**config.mk**
```make
export PLATFORM = sky130hd
export DESIGN_NAME = pipe_skid_reg
export DESIGN_NICKNAME = d
export VERILOG_FILES = /design/src/rtl/pipe_pkg.sv /design/src/rtl/sat_counter.sv /design/src/rtl/pipe_skid_reg.sv
export SDC_FILE = /design/constraint.sdc
export NUM_CORES = 1
export LEC_CHECK = 0
export CORE_MARGIN = 3
export CORE_UTILIZATION = 30
export DETAILED_ROUTE_END_ITERATION = 16
export PLACE_DENSITY = 0.52
export SYNTH_ARGS = -nofsm -noshare
export SYNTH_HDL_FRONTEND = slang
export SYNTH_SLANG_ARGS = --single-unit
```
**constraint.sdc**
```tcl
create_clock -name clock -period 3.9 [get_ports clock]
set_input_delay 0.585 -clock clock [delete_from_list [all_inputs] [get_ports clock]]
set_output_delay 0.585 -clock clock [all_outputs]
set_load 0.05 [all_outputs]
```
**src/rtl/pipe_pkg.sv**
```systemverilog
// Shared definitions for ready/valid pipeline stage registers.
package pipe_pkg;

  // Occupancy of a two-entry (main + skid) stage.
  typedef enum logic [1:0] {
    StEmpty = 2'd0,
    StOne   = 2'd1,
    StFull  = 2'd2
  } pipe_state_t;

  // IF/ID payload layout: {instruction, pc, pc_jump}.
  localparam int unsigned InstrW    = 32;
  localparam int unsigned PcW       = 32;
  localparam int unsigned PcJumpW   = 32;
  localparam int unsigned IfIdDataW = InstrW + PcW + PcJumpW;

  // Number of valid entries held in a given state.
  function automatic logic [1:0] held_entries(pipe_state_t st);
    logic [1:0] n;
    case (st)
      StOne:   n = 2'd1;
      StFull:  n = 2'd2;
      default: n = 2'd0;
    endcase
    return n;
  endfunction

endpackage

```
**src/rtl/sat_counter.sv**
```systemverilog
// Saturating up-counter: an increment that would overflow clamps to all-ones.
module sat_counter #(
  parameter int unsigned W     = 16,
  parameter int unsigned INC_W = 1
) (
  input  logic             clock,
  input  logic             rst,
  input  logic [INC_W-1:0] inc_i,
  output logic [W-1:0]     count_o
);

  logic [W-1:0] count_q, count_d;
  logic [W:0]   sum;

  // One extra bit catches the carry out; any carry means saturate.
  always_comb begin
    sum     = {1'b0, count_q} + {{(W + 1 - INC_W){1'b0}}, inc_i};
    count_d = sum[W] ? {W{1'b1}} : sum[W-1:0];
  end

  // Counter register with synchronous reset.
  always_ff @(posedge clock) begin
    if (rst) begin
      count_q <= '0;
    end else begin
      count_q <= count_d;
    end
  end

  assign count_o = count_q;

endmodule

```
**src/rtl/pipe_skid_reg.sv**
```systemverilog
// Two-entry ready/valid pipeline stage with registered in_ready, flush-to-bubble
// and saturating stall / flush-drop counters.
module pipe_skid_reg
  import pipe_pkg::*;
#(
  parameter int unsigned       DATA_W = IfIdDataW,
  parameter logic [DATA_W-1:0] BUBBLE = {DATA_W{1'b0}},
  parameter int unsigned       CNT_W  = 16
) (
  input  logic              clock,
  input  logic              rst,
  input  logic              flush_i,
  input  logic              in_valid_i,
  output logic              in_ready_o,
  input  logic [DATA_W-1:0] in_data_i,
  output logic              out_valid_o,
  input  logic              out_ready_i,
  output logic [DATA_W-1:0] out_data_o,
  output logic [CNT_W-1:0]  stall_cycles_o,
  output logic [CNT_W-1:0]  flush_drops_o
);

  pipe_state_t       state_q, state_d;
  logic [DATA_W-1:0] main_q, main_d;
  logic [DATA_W-1:0] skid_q, skid_d;
  logic              in_ready_q, in_ready_d;
  logic              out_valid_q, out_valid_d;

  logic       in_fire;
  logic       out_fire;
  logic       stall_evt;
  logic [1:0] drop_inc;

  assign in_fire   = in_valid_i && in_ready_q;
  assign out_fire  = out_valid_q && out_ready_i;
  assign stall_evt = out_valid_q && !out_ready_i;

  // Next state and payload moves; flush overrides normal transitions.
  always_comb begin
    state_d = state_q;
    main_d  = main_q;
    skid_d  = skid_q;
    if (flush_i) begin
      state_d = StEmpty;
      main_d  = BUBBLE;
      skid_d  = BUBBLE;
    end else begin
      case (state_q)
        StEmpty: begin
          if (in_fire) begin
            state_d = StOne;
            main_d  = in_data_i;
          end
        end
        StOne: begin
          if (in_fire && out_fire) begin
            main_d = in_data_i;
          end else if (in_fire) begin
            state_d = StFull;
            skid_d  = in_data_i;
          end else if (out_fire) begin
            state_d = StEmpty;
            main_d  = BUBBLE;
          end
        end
        StFull: begin
          // in_ready_q is low here, so only a drain can happen.
          if (out_fire) begin
            state_d = StOne;
            main_d  = skid_q;
            skid_d  = BUBBLE;
          end
        end
        default: begin
          state_d = StEmpty;
          main_d  = BUBBLE;
          skid_d  = BUBBLE;
        end
      endcase
    end
    in_ready_d  = (state_d != StFull);
    out_valid_d = (state_d != StEmpty);
  end

  // Entries lost to a flush: held ones not leaving this cycle plus any accepted input.
  always_comb begin
    drop_inc = '0;
    if (flush_i) begin
      drop_inc = held_entries(state_q) - {1'b0, out_fire} + {1'b0, in_fire};
    end
  end

  // Stage registers; in_ready and out_valid are registered to keep outputs glitch-free.
  always_ff @(posedge clock) begin
    if (rst) begin
      state_q     <= StEmpty;
      main_q      <= BUBBLE;
      skid_q      <= BUBBLE;
      in_ready_q  <= 1'b1;
      out_valid_q <= 1'b0;
    end else begin
      state_q     <= state_d;
      main_q      <= main_d;
      skid_q      <= skid_d;
      in_ready_q  <= in_ready_d;
      out_valid_q <= out_valid_d;
    end
  end

  sat_counter #(
    .W     (CNT_W),
    .INC_W (1)
  ) u_stall_cnt (
    .clock   (clock),
    .rst     (rst),
    .inc_i   (stall_evt),
    .count_o (stall_cycles_o)
  );

  sat_counter #(
    .W     (CNT_W),
    .INC_W (2)
  ) u_drop_cnt (
    .clock   (clock),
    .rst     (rst),
    .inc_i   (drop_inc),
    .count_o (flush_drops_o)
  );

  assign in_ready_o  = in_ready_q;
  assign out_valid_o = out_valid_q;
  assign out_data_o  = main_q;

endmodule

```
==> results.txt <==
Status: completed
Top cell by count, worst path: ha_1
Nets: 1259
Clock latency on the worst-skew pair: 0.51 ns
Number of synthesized register bits: 228
Sequential fraction of the synthesis area: 47.6%
Synth Area in Simple Gates: 14.0%
Count of different cell masters after synthesis: 50
Final Max Slew Viols: 0
CTS resizes: 0
Leak pwr: 4.04 nW
Final setup fails: 0
VDD IR max: 319 uV
PortBufs: 230
Final Util: 42.0%
Cells after Synth: 989
Reg-to-Reg End: u_drop_cnt.count_o[0]
DRT Pass-1 Iters: 5
CP endpoint kind: flop
Routed vias/inst: 5.53
Crit path from: out_ready_i
Area growth syn-to-layout: 36.1%
CTS tree: yes
Setup CP Type: primary input to flop
Final Cycle Share: 83.0%
GRT Overall Usage: 18.1%
Hold Path Class: flop to flop
Period minus WS final: 3.24 ns
Post-synthesis mux area share: 0.444%
CP Cell Sequence: clkdlybuf4s50_1 > nand2_1 > xnor2_1 > ha_1 > and2_1 > ha_1 > inv_1 > fa_1 > nand3b_1 > nor4_2 > nand3_1 > a21oi_1
Largest family of logic cells by synthesized area: compound AO/OA/AOI/OAI gates
Clock slew at reported path FFs: 0.06 ns
Clock skew: 0.00853 ns
RSZ-0062 raised after global routing: false
Clock Tree Buf Depth: 3
Global placement routability congestion: 0.745
Avg Cell Area, Syn: 9.69 um2
Critical path fanouts, max: 13
Max frequency: 309 MHz
First-pass GRT wire length: 50.3 mm
Cts bufs inserted: 26
Mapped Area: 9580 um2
EDFF count, synth: 0
Max_slew headroom: 34.6%
Adder-cell share of the synthesized area: 0.862%
CORE AREA: 31100 um2
Vias in the first global route: 8534
Clk sinks: 228
YS warnings: 0
Starting Density: 30.8%
Die H: 185 um
Worst Reg2Reg Path Length in Cells: 8
Worst R2R Start: state_q[0]
FFs w/ async S/R, synth: 0%
Share of post-route cells with drive strength above 1: 7.77%
MaxCap Viol Count: 0
Initial antenna violation count: 1
Row count: 64
Post-synthesis xor/xnor area fraction: 2.01%
R2r setup slk: 0.79 ns
Detailed placer's ending HPWL: 18.0 mm
Die area: 34100 um2
Number of routed nets with antenna violations: 0
Total negative slack: 0 ns
Initial DRC count: 654
Die width: 185 um
Synth Area in Compound Gates: 29.4%
Final wirelength: 31.9 mm
Ys flop type: dfxtp_1
Fin. Hold Viols: 0
# Post-CTS Setup Buffers: 0
Total power: 0.00566 W
Worst hold start: out_data_o[30]
Critical Path Slowest Stage Cell: clkdlybuf4s50_1
H-tree depth: 1
Global route overflow: 0
DR DRC count: 0
WP data required: 4.34 ns
Slack of the critical path: 0.663 ns
Post-Synthesis Net Count: 1096
# hold bufs at CTS: 0
Arrival @ worst endpoint: 3.67 ns
Startpoint types: primary input
Post-place setup slack: 0.118 ns
CP peak stage delay: 0.55 ns
# IOs: 231
Largest net degree at the start of global routing: 99
Total number of vias: 8658
WL/cell: 20.4 um
Clk root buf: clkbuf_16
Pwr dens: 434 nW/um2
Worst-Margin Slew: 0.981 ns
Antenna cells: 0
End point of the critical path: u_drop_cnt.count_o[0]
==> worst min path at each step <==
stage	cells past startpoint	end	slack, ns
5_1_grt	1	out_data_o[56]	0.47
3_5_place_dp	1	out_data_o[37]	0.45
3_3_place_gp	1	out_data_o[0]	0.44
2_1_floorplan	2	skid_q[27]	0.44
4_1_cts	1	out_data_o[27]	0.46
6_report	1	out_data_o[30]	0.46
==> routing by layer <==
metal | wire [um] | vias to the layer above | track usage (%)
li1 | - | 4126 | -
met3 | 1800 | 40 | 3.26
met5 | 16 | - | 0
met4 | 697 | 2 | 4.26
met1 | 15000 | 4225 | 26.0
met2 | 14400 | 265 | 28.2
==> worst max-delay path, delay by kind of cell <==
family | cells | cell delay [ns]
xor gates and xnor gates | 1 | 0.14
AOI/OAI and AO/OA | 1 | 0.27
buffers and inverters | 2 | 0.60
adders and majority gates | 3 | 0.84
and+or+nand+nor | 5 | 1.24
==> stage by stage <==
step / instance area, um2 / std cells / hold WS, ns
CTS: 13000 / 1567 / 0.465
global placement: 12100 / 1520 / 0.444
global route: 13000 / 1567 / 0.474
detailed placement: 12100 / 1520 / 0.446
finish: 13000 / 1567 / 0.460
floorplan: 9580 / 989 / 0.445
==> report_power, final <==
group	total [W]	internal [W]	switching [W]
Sequential	0.00241	0.00238	0.0000317
Clock	0.00256	0.00159	0.000972
Combinational	0.000687	0.000251	0.000436
Total	0.00566	0.00422	0.00144
==> final cells by class <==
cell class	instances	area (um2)
clock buffers	39	791
clock inverters	8	118
fillers	3033	18000
inverters	7	26.3
multi-input cells	639	4520
flip-flops and latches	228	4570
well taps	396	495
repair buffers	250	2510
==> cells in the mapped netlist (8+ instances only) <==
cell	number	area [um2]
xor2_1	10	87.6
o2bb2ai_1	86	753
a22oi_1	95	713
buf_2	33	165
o21ai_1	32	160
nand4b_1	96	841
xnor2_1	12	105
nand4_1	11	68.8
nor2_1	13	48.8
nand2_1	12	45.0
o21ai_0	65	325
o2bb2ai_2	10	150
a21oi_1	126	631
nand3_1	9	45.0
nor3_1	8	40.0
dfxtp_1	228	4560
clkbuf_1	73	274
==> sequential cells by signal (all words and copies together), names as in the netlist <==
name                 count
out_data_o              96
u_drop_cnt.count_o      16
in_ready_o               1
u_stall_cnt.count_o     16
state_q                  2
skid_q                  96
out_valid_o              1
==> cells by family after synthesis <==
logic type	count (synthesis)
AO/OA/AOI/OAI	424
flip-flops	228
AND/OR/NAND/NOR	183
buffers and inverters	122
XOR/XNOR	22
adder cells (fa/ha/maj)	6
multiplexers	4
==> layout by cell type (no fill, tap or decap), types with 2 or more instances in the layout <==
master and n:
mux2i_1 2, clkinv_2 4, clkdlybuf4s50_1 230, and2_1 4, dfxtp_1 226, buf_4 15, nand2_1 11, nor2_4 2
xnor2_1 12, bufinv_16 3, and4b_1 2, a31oi_1 3, nor4b_1 2, buf_12 5, nor3_1 8, and4_1 4
mux2_2 2, a22oi_1 95, nand4_1 11, clkbuf_16 27, nor4_1 3, o2bb2ai_2 10, nor2_1 12, a21oi_1 126
nor2b_1 5, clkbuf_8 7, and3_1 3, xor2_1 10, o21ai_0 65, nand4b_1 96, ha_1 5, nand3_1 9
o2bb2ai_1 86, clkbuf_1 5, o21ai_1 32, inv_1 6
No activity file was read; power rests on OpenSTA's default activity.
